==> src/rtl/vic_nest_ctrl.sv <==
// vic_nest_ctrl: vectored IRQ priority controller with an in-service nesting stack.
// Define VIC_NEST_EN for a NEST_DEPTH-entry stack; otherwise effective depth is 1.
module vic_nest_ctrl #(
    parameter int NEST_DEPTH = 4
) (
    input  logic        clk,
    input  logic        rst,
    input  logic [15:0] vect_req,
    input  logic        nv_req,
    input  logic        irq_ack,
    input  logic        vect_done,
    output logic        irq_n,
    output logic [3:0]  handler_num,
    output logic        is_nv,
    output logic [4:0]  cur_level,
    output logic [3:0]  depth,
    output logic        nest_err
);
    localparam int IW = (NEST_DEPTH > 1) ? $clog2(NEST_DEPTH) : 1;
`ifdef VIC_NEST_EN
    localparam logic [3:0] MaxDepth = 4'(NEST_DEPTH);
`else
    localparam logic [3:0] MaxDepth = 4'd1;
`endif

    typedef enum logic [1:0] {IDLE, ASSERT, WAIT_ACK_CLR} state_t;

    state_t        state;
    logic [4:0]    stack [NEST_DEPTH];
    logic [4:0]    pendLevel;
    logic          pendValid;
    logic          eligible;
    logic          ackValid;
    logic          doPop;
    logic [4:0]    ackLevel;
    logic [IW-1:0] topIdx;
    logic [IW-1:0] pushIdx;

    // Lowest set slot wins; level 16 stands for the non-vectored request.
    always_comb begin
        pendLevel = 5'd16;
        for (int i = 15; i >= 0; i--)
            if (vect_req[i]) pendLevel = 5'(i);
    end

    assign pendValid = (|vect_req) || nv_req;
    assign topIdx    = IW'(depth - 4'd1);
    assign pushIdx   = IW'(depth);
    assign cur_level = (depth == 4'd0) ? 5'd31 : stack[topIdx];
`ifdef VIC_NEST_EN
    assign eligible  = pendValid && (pendLevel < cur_level);
`else
    assign eligible  = pendValid && (pendLevel < cur_level) && (depth == 4'd0);
`endif
    assign ackValid  = (state == ASSERT) && irq_ack;
    assign doPop     = vect_done && (depth != 4'd0);
    assign ackLevel  = is_nv ? 5'd16 : {1'b0, handler_num};

    always_ff @(posedge clk or posedge rst) begin
        if (rst) begin
            state       <= IDLE;
            irq_n       <= 1'b1;
            handler_num <= 4'd0;
            is_nv       <= 1'b0;
            depth       <= 4'd0;
            nest_err    <= 1'b0;
            for (int i = 0; i < NEST_DEPTH; i++) stack[i] <= 5'd31;
        end else begin
            if (ackValid) begin
                state <= WAIT_ACK_CLR;
                irq_n <= 1'b1;
            end else if (state != WAIT_ACK_CLR && eligible) begin
                state       <= ASSERT;
                irq_n       <= 1'b0;
                handler_num <= pendLevel[4] ? 4'd0 : pendLevel[3:0];
                is_nv       <= pendLevel[4];
            end else begin
                state <= IDLE;
                irq_n <= 1'b1;
            end
            // A simultaneous ack and done replaces the top, so depth is unchanged.
            if (ackValid && doPop) begin
                stack[topIdx] <= ackLevel;
            end else if (ackValid && depth == MaxDepth) begin
                nest_err <= 1'b1;
            end else if (ackValid) begin
                stack[pushIdx] <= ackLevel;
                depth          <= depth + 4'd1;
            end else if (doPop) begin
                stack[topIdx] <= 5'd31;
                depth         <= depth - 4'd1;
            end
            if (vect_done && depth == 4'd0) nest_err <= 1'b1;
        end
    end
endmodule

==> config.mk <==
export PLATFORM = sky130hd
export DESIGN_NAME = vic_nest_ctrl
export DESIGN_NICKNAME = d
export VERILOG_FILES = /design/src/rtl/vic_nest_ctrl.sv
export SDC_FILE = /design/constraint.sdc
export NUM_CORES = 1
export LEC_CHECK = 0
export CAP_MARGIN = 20
export CORE_ASPECT_RATIO = 0.8
export CORE_UTILIZATION = 52
export DETAILED_ROUTE_END_ITERATION = 10
export PLACE_DENSITY = 0.81
export SLEW_MARGIN = 40
export SYNTH_ARGS = -nofsm -noshare
export SYNTH_HDL_FRONTEND = slang
export SYNTH_SLANG_ARGS = --single-unit
==> constraint.sdc <==
create_clock -name clk -period 4.9 [get_ports clk]
set_clock_uncertainty 0.15 [all_clocks]
set_input_delay 1.47 -clock clk [delete_from_list [all_inputs] [get_ports clk]]
set_output_delay 1.47 -clock clk [all_outputs]
set_load 0.02 [all_outputs]
==> flow_metrics.py, run 1 <==
metrics = {
    "sta": {
        "final_hold_viol_count": 0,
        "max_slew.worst_pin.slew_ns": 0.7724,
        "rsz0062_at_grt": "no",
        "final.min_clock_period_ns": 4.472,
        "worst_hold_slack_ns": 0.3076,
        "fin_crit_sh": 0.9127,
        "setup_tns_ns": 0,
        "maxSlewViolCount": 0,
        "fmax_mhz": 223.6,
        "setup-violations-final": 0,
        "max-slew-margin-rel": 0.4807,
    },
    "global_route": {
        "grt.total_usage": 0.2722,
        "grt_pass1_wl_mm": 9.459,
        "grt_pass1_vias": 1913,
        "grt_max_degree": 26,
        "antenna_found_initial": 0,
        "grt.overflow.total": 0,
    },
    "routing": {
        "ant_nets": 0,
        "firstDrtPassIters": 8,
        "drcViolationCount": 2,
        "vias_per_cell": 6.125,
        "via_count": 2101,
        "drt_iter0_markers": 266,
        "wire_per_inst_um": 17.23,
        "drt_wl_total_mm": 5.911,
    },
    "final_layout": {
        "layout.cells.non_filler": 343,
        "diodes": 0,
        "fillers": 353,
        "layout-drive-gt1-share": 0.1678,
        "nNetsFinal": 316,
        "postLayoutCellArea_mm2": 0.002775,
        "fin_util": 0.6601,
        "syn_to_final_growth_pct": 21.67,
    },
    "floorplan": {
        "die_y_um": 61.24,
        "rows": 21,
        "die_w_um": 76.05,
        "core_area_mm2": 0.004204,
        "die_area_mm2": 0.004657,
        "io_pins": 37,
        "start_util": 0.5426,
    },
    "critical_path": {
        "worstPathMaxFanout": 5,
        "end_kind": "register",
        "cp_common_cell": "a21boi_0",
        "required_ns": 4.93,
        "max_stage_delay_ns": 0.47,
        "path_class": "in2reg",
        "crit_family": "simple AND/OR/NAND/NOR gates",
        "crit_slowest_cell": "clkdlybuf4s50_1",
        "worst-path-buf-inv": 1,
        "critPathArrivalTime_ns": 4.50,
        "cp-start-kind": "input pin",
        "path_cells": "clkdlybuf4s50_1 > nor4_1 > or2b_1 > a21boi_0 > ha_1 > nand3_1 > a21boi_0 > nor4_4 > o21a_4 > and2_4 > mux2_4",
    },
    "placed_design": {
        "placed_area_mm2": 0.002685,
        "placedCellCount": 335,
        "dp_hpwl_mm": 4.487,
        "portBuffers": 36,
        "place_congestion": 0.9522,
    },
    "yosys": {
        "synthMuxAreaShare": 0.06692,
        "yosysWarnings": 0,
        "syn_inst": 249,
        "synth.most_common_cell": "nor2_1",
        "syn-num-nets": 280,
        "synth_xor_area_frac": 0.01536,
        "synth_top_family_by_area": "compound AO/OA/AOI/OAI gates",
        "synth_area_mm2": 0.002281,
        "ys_ff_latch": 33,
        "synth_compound_area_frac": 0.2655,
        "synth_seq_area_share": 0.3736,
        "synth.avg_cell_area_um2": 9.160,
        "async_flop_share": 1.000,
        "synthAdderAreaFrac": 0.05485,
        "synthFlopType": "dfstp_2",
        "synth_common_cells": "nor2_1, a21oi_1, dfstp_2, inv_1, nand2_1",
        "synth.largest_area_cell": "dfstp_2",
        "synthTopCellsByArea": "dfstp_2, dfrtp_1, nor2_1, a21oi_1, ha_1",
        "synth_top_area_share": 0.2419,
        "synthSimpleGateAreaFrac": 0.1755,
        "synth_edf_count": 0,
        "yosysUniqueCellTypes": 50,
    },
    "clocking": {
        "numCtsBuffers": 5,
        "clock_latency_ns": 0.29,
        "path_clk_slew_ns": 0.07,
        "cts_sinks": 33,
        "post_cts_resized": 0,
        "cts_hold_buf": 0,
        "post_cts_buffers": 0,
        "cts_tree": "built",
        "htreeDepth": 2,
        "clock_path_buffers": 2,
        "cts_root_buf": "clkbuf_8",
    },
    "status": {
        "status": "finished, violations left",
        "violations": "DRC",
    },
    "power": {
        "p_int_w": 0.001010,
        "pwr-share-comb": 0.577,
        "peakVddDrop_uv": 299.7,
        "power_density_mw_per_mm2": 625.9,
        "seq_power_share": 0.301,
        "p_leak_nw": 1.093,
        "switching_share": 0.4188,
        "power_switching_w": 0.0007276,
        "clockPowerShare": 0.122,
    },
    "run": {
        "cap_violations": 0,
    },
    "hold_path": {
        "hp-class": "reg2reg",
    },
}
==> area by class of cell <==
cell class	instances	area, um^2	area share
clock buffer	8	90.09	0.03246
inverter	16	60.06	0.02164
multi-input combinational	190	1319	0.4752
tap	57	71.32	0.02570
timing repair buffer	39	382.9	0.1380
sequential	33	852.1	0.3070
==> metal layers <==
| layer | global-route usage | vias to the layer above | part of all wire |
|---|---|---|---|
| met5 | 0 | - | 0 |
| met4 | 0.09341 | 0 | 0.013 |
| met3 | 0.05185 | 9 | 0.10 |
| met2 | 0.4338 | 119 | 0.43 |
| met1 | 0.3814 | 993 | 0.45 |
| li1 | - | 980 | - |
==> worst paths after layout <==
check / depth (start not counted) / to / from / slack [ns]
min reg2reg: 1 / nest_err / nest_err / 0.31
min: 1 / nest_err / nest_err / 0.31
max in group asynchronous: 3 / stack[12] / rst / 2.62
max: 11 / handler_num[1] / vect_req[10] / 0.43
max reg2reg: 12 / handler_num[1] / depth[1] / 1.37
min in group asynchronous: 2 / handler_num[0] / rst / 1.39
==> cells by family (layout without fill, tap and decap cells) <==
kind of cell | count (synthesis) | in the layout
AO/OA/AOI/OAI | 88 | 88
XOR/XNOR | 4 | 4
adder cells (fa/ha/maj) | 10 | 10
buffers and inverters | 26 | 63
flip-flops | 33 | 33
multiplexers | 8 | 8
AND/OR/NAND/NOR | 80 | 80
==> registers in the layout, indices dropped and copies added, names as in the netlist <==
| register | cells |
|---|---|
| depth | 4 |
| handler_num | 4 |
| irq_n | 1 |
| is_nv | 1 |
| nest_err | 1 |
| stack | 20 |
| state | 2 |
==> placed cells by master (no fill, tap or decap), types with 2 or more instances in the layout <==
cell             count
o21ai_0             11
o31ai_1              2
nor3b_1              2
xor2_1               2
nand2_1             16
a211oi_1             5
a21boi_0             2
nand3_1              3
mux2_4               2
dfrtp_1             12
nor2b_1              3
o21bai_1             5
ha_1                10
buf_4                3
a21oi_1             26
mux4_2               5
o22a_1               8
nand4_1              3
clkdlybuf4s50_1     36
inv_1               15
clkbuf_1             2
o21a_1               8
or2_2                3
a22o_1               2
a31oi_1              4
dfstp_2             21
clkbuf_8             6
o22ai_1              6
xnor2_1              2
nor4_1               4
nor2_1              36
nand2b_1             2
==> metrics by stage <==
step | total power (W) | setup slack [ns]
CTS | 0.001729 | 0.4497
global placement | 0.001492 | 0.2288
finish | 0.001737 | 0.4280
floorplan | 0.001169 | 0.8554
detailed placement | 0.001510 | 0.1566
global route | 0.001849 | 0.2106
==> power by group through the flow <==
stage	combinational (W)	sequential (W)	clock, W
after CTS	0.000995	0.000519	0.000216
after detailed placement	0.000987	0.000523	0
after global placement	0.000971	0.000521	0
after floorplan	0.000628	0.000542	0
after global routing	0.00109	0.000535	0.000228
final	0.00100	0.000523	0.000212
Note: power is estimated with default switching activity, not from simulation.
==> run 2, diff against run 1 <==
CTS_CLUSTER_SIZE = 28   (was not set)
==> results of run 2 <==
Same layout as run 1: the final DEF is identical, and so are final timing and power.
==> run 3, diff against run 2 <==
GPL_TIMING_DRIVEN = 0   (was not set)
==> flow_metrics.py, run 3 (synthesis results as in run 1) <==
metrics = {
    "clocking": {
        "cts_root_buf": "clkbuf_8",
        "cts_tree": "built",
        "clock_path_buffers": 2,
        "path_clk_slew_ns": 0.06,
        "cts_hold_buf": 0,
        "htreeDepth": 2,
        "numCtsBuffers": 5,
        "cts_sinks": 33,
        "clock_latency_ns": 0.30,
        "post_cts_buffers": 0,
    },
    "hold_path": {
        "hold_end": "nest_err",
        "hold_path_startpoint": "nest_err",
        "hp-class": "reg2reg",
        "hold_depth": 1,
    },
    "critical_path": {
        "critPathArrivalTime_ns": 3.04,
        "end_kind": "output port",
        "r2r_cells": 14,
        "r2r-start": "depth[0]",
        "required_ns": 3.28,
        "path_class": "reg2out",
        "rr_endpoint": "handler_num[2]",
        "r2r_slack_ns": 0.85,
        "worstPathMaxFanout": 10,
        "cp-start-kind": "register",
    },
    "power": {
        "power_switching_w": 0.0007274,
        "seq_power_share": 0.305,
        "switching_share": 0.4191,
        "peakVddDrop_uv": 301.0,
        "p_int_w": 0.001008,
        "p_leak_nw": 1.109,
        "power_density_mw_per_mm2": 619.8,
        "clockPowerShare": 0.123,
        "pwr-share-comb": 0.572,
    },
    "global_route": {
        "grt_max_degree": 34,
        "grt_pass1_wl_mm": 9.032,
        "grt.overflow.total": 0,
        "grt_pass1_vias": 1920,
        "antenna_found_initial": 0,
        "grt.total_usage": 0.2619,
    },
    "floorplan": {
        "die_w_um": 76.05,
        "core_area_mm2": 0.004204,
        "io_pins": 37,
        "die_y_um": 61.24,
        "start_util": 0.5426,
        "rows": 21,
        "die_area_mm2": 0.004657,
    },
    "sta": {
        "worst_hold_slack_ns": 0.3137,
        "max_slew.worst_pin.slew_ns": 0.7625,
        "max-slew-margin-rel": 0.4873,
        "final.min_clock_period_ns": 4.662,
        "setup-violations-final": 0,
        "fmax_mhz": 214.5,
        "maxSlewViolCount": 0,
        "final_hold_viol_count": 0,
        "fin_crit_sh": 0.9513,
        "rsz0062_at_grt": "no",
        "setup_tns_ns": 0,
    },
    "routing": {
        "ant_nets": 0,
        "firstDrtPassIters": 9,
        "via_count": 2095,
        "wire_per_inst_um": 16.63,
        "drt_iter0_markers": 274,
        "drcViolationCount": 2,
        "drt_wl_total_mm": 5.803,
        "vias_per_cell": 6.003,
    },
    "placed_design": {
        "placedCellCount": 342,
        "placed_area_mm2": 0.002713,
        "portBuffers": 36,
        "dp_hpwl_mm": 4.408,
        "place_congestion": 0.8965,
    },
    "status": {
        "status": "finished, violations left",
        "violations": "DRC",
    },
    "final_layout": {
        "layout.cells.non_filler": 349,
        "largest_register": "stack",
        "nNetsFinal": 322,
        "diodes": 0,
        "largest_reg_flops": 20,
        "postLayoutCellArea_mm2": 0.002800,
        "layout-drive-gt1-share": 0.1747,
        "largestRegisters": "stack x20, depth x4, handler_num x4",
        "fillers": 337,
        "syn_to_final_growth_pct": 22.76,
        "final_cell_mix": "nor2_1, clkdlybuf4s50_1, a21oi_1, dfstp_2, nand2_1",
    },
    "run": {
        "cap_violations": 0,
    },
}
## run 3: changes by cell type in the layout (fill, tap and decap cells not counted), sizes merged
cell    before  now
buf          3    6
clkbuf       8   11
## run 3: stage by stage
stage,setup slack (ns),total power (W),util
after floorplan,0.8554,0.001169,-
after global placement,0.07592,0.001490,0.6452
after detailed placement,0.01056,0.001512,0.6452
after CTS,0.08332,0.001732,0.6670
after global routing,0.1018,0.001839,0.6661
final,0.2384,0.001736,0.6661
## run 3: power groups by stage
stage | clock, W | combinational, W | sequential, W
after floorplan | 0 | 0.000628 | 0.000542
after global placement | 0 | 0.000966 | 0.000523
after detailed placement | 0 | 0.000982 | 0.000530
after CTS | 0.000219 | 0.000988 | 0.000526
after global routing | 0.000226 | 0.00107 | 0.000542
final | 0.000214 | 0.000992 | 0.000530
## run 3: layout make-up
cell class,count,area (um^2),area share
multi-input cells,190,1319,0.4710
flip-flops and latches,33,852.1,0.3043
repair buffers,36,360.3,0.1287
clock buffers,8,90.09,0.03217
well taps,57,71.32,0.02547
inverters,16,60.06,0.02145
plain buffers,9,47.55,0.01698
## run 3: repair_timing
action,4_1_cts,5_1_grt
endpoints found under the setup margin,2,1
endpoints found under the hold margin,0,0
resized for setup,1,0
## run 3: worst max-delay path, stage by stage, from the launching register on
cell             delay, ns
dfrtp_1               0.43
clkbuf_2              0.24
inv_1                 0.15
ha_1                  0.18
buf_2                 0.21
nor3b_1               0.65
or2_2                 0.25
clkdlybuf4s50_1       0.63
## run 3: worst max-delay path by stage
| stage | start | endpoint | slack [ns] | depth (start not counted) |
|---|---|---|---|---|
| detailed placement | vect_req[10] | handler_num[2] | 0.01 | 12 |
| floorplan | depth[0] | cur_level[1] | 0.86 | 6 |
| finish | depth[0] | cur_level[2] | 0.24 | 7 |
| global placement | vect_req[10] | handler_num[1] | 0.08 | 12 |
| global route | vect_req[10] | handler_num[2] | 0.10 | 12 |
| CTS | depth[0] | cur_level[1] | 0.08 | 7 |
## run 3: per-layer routing
metal  up-vias  GRT usage  wire length [um]  part of all wire
li1        989          -                 -                 -
met1      1007     0.3738              2730              0.47
met2        91     0.3896              2441              0.42
met3         8    0.04593               531             0.092
met4         0     0.1209                99             0.017
met5         -    0.06000                 0                 0
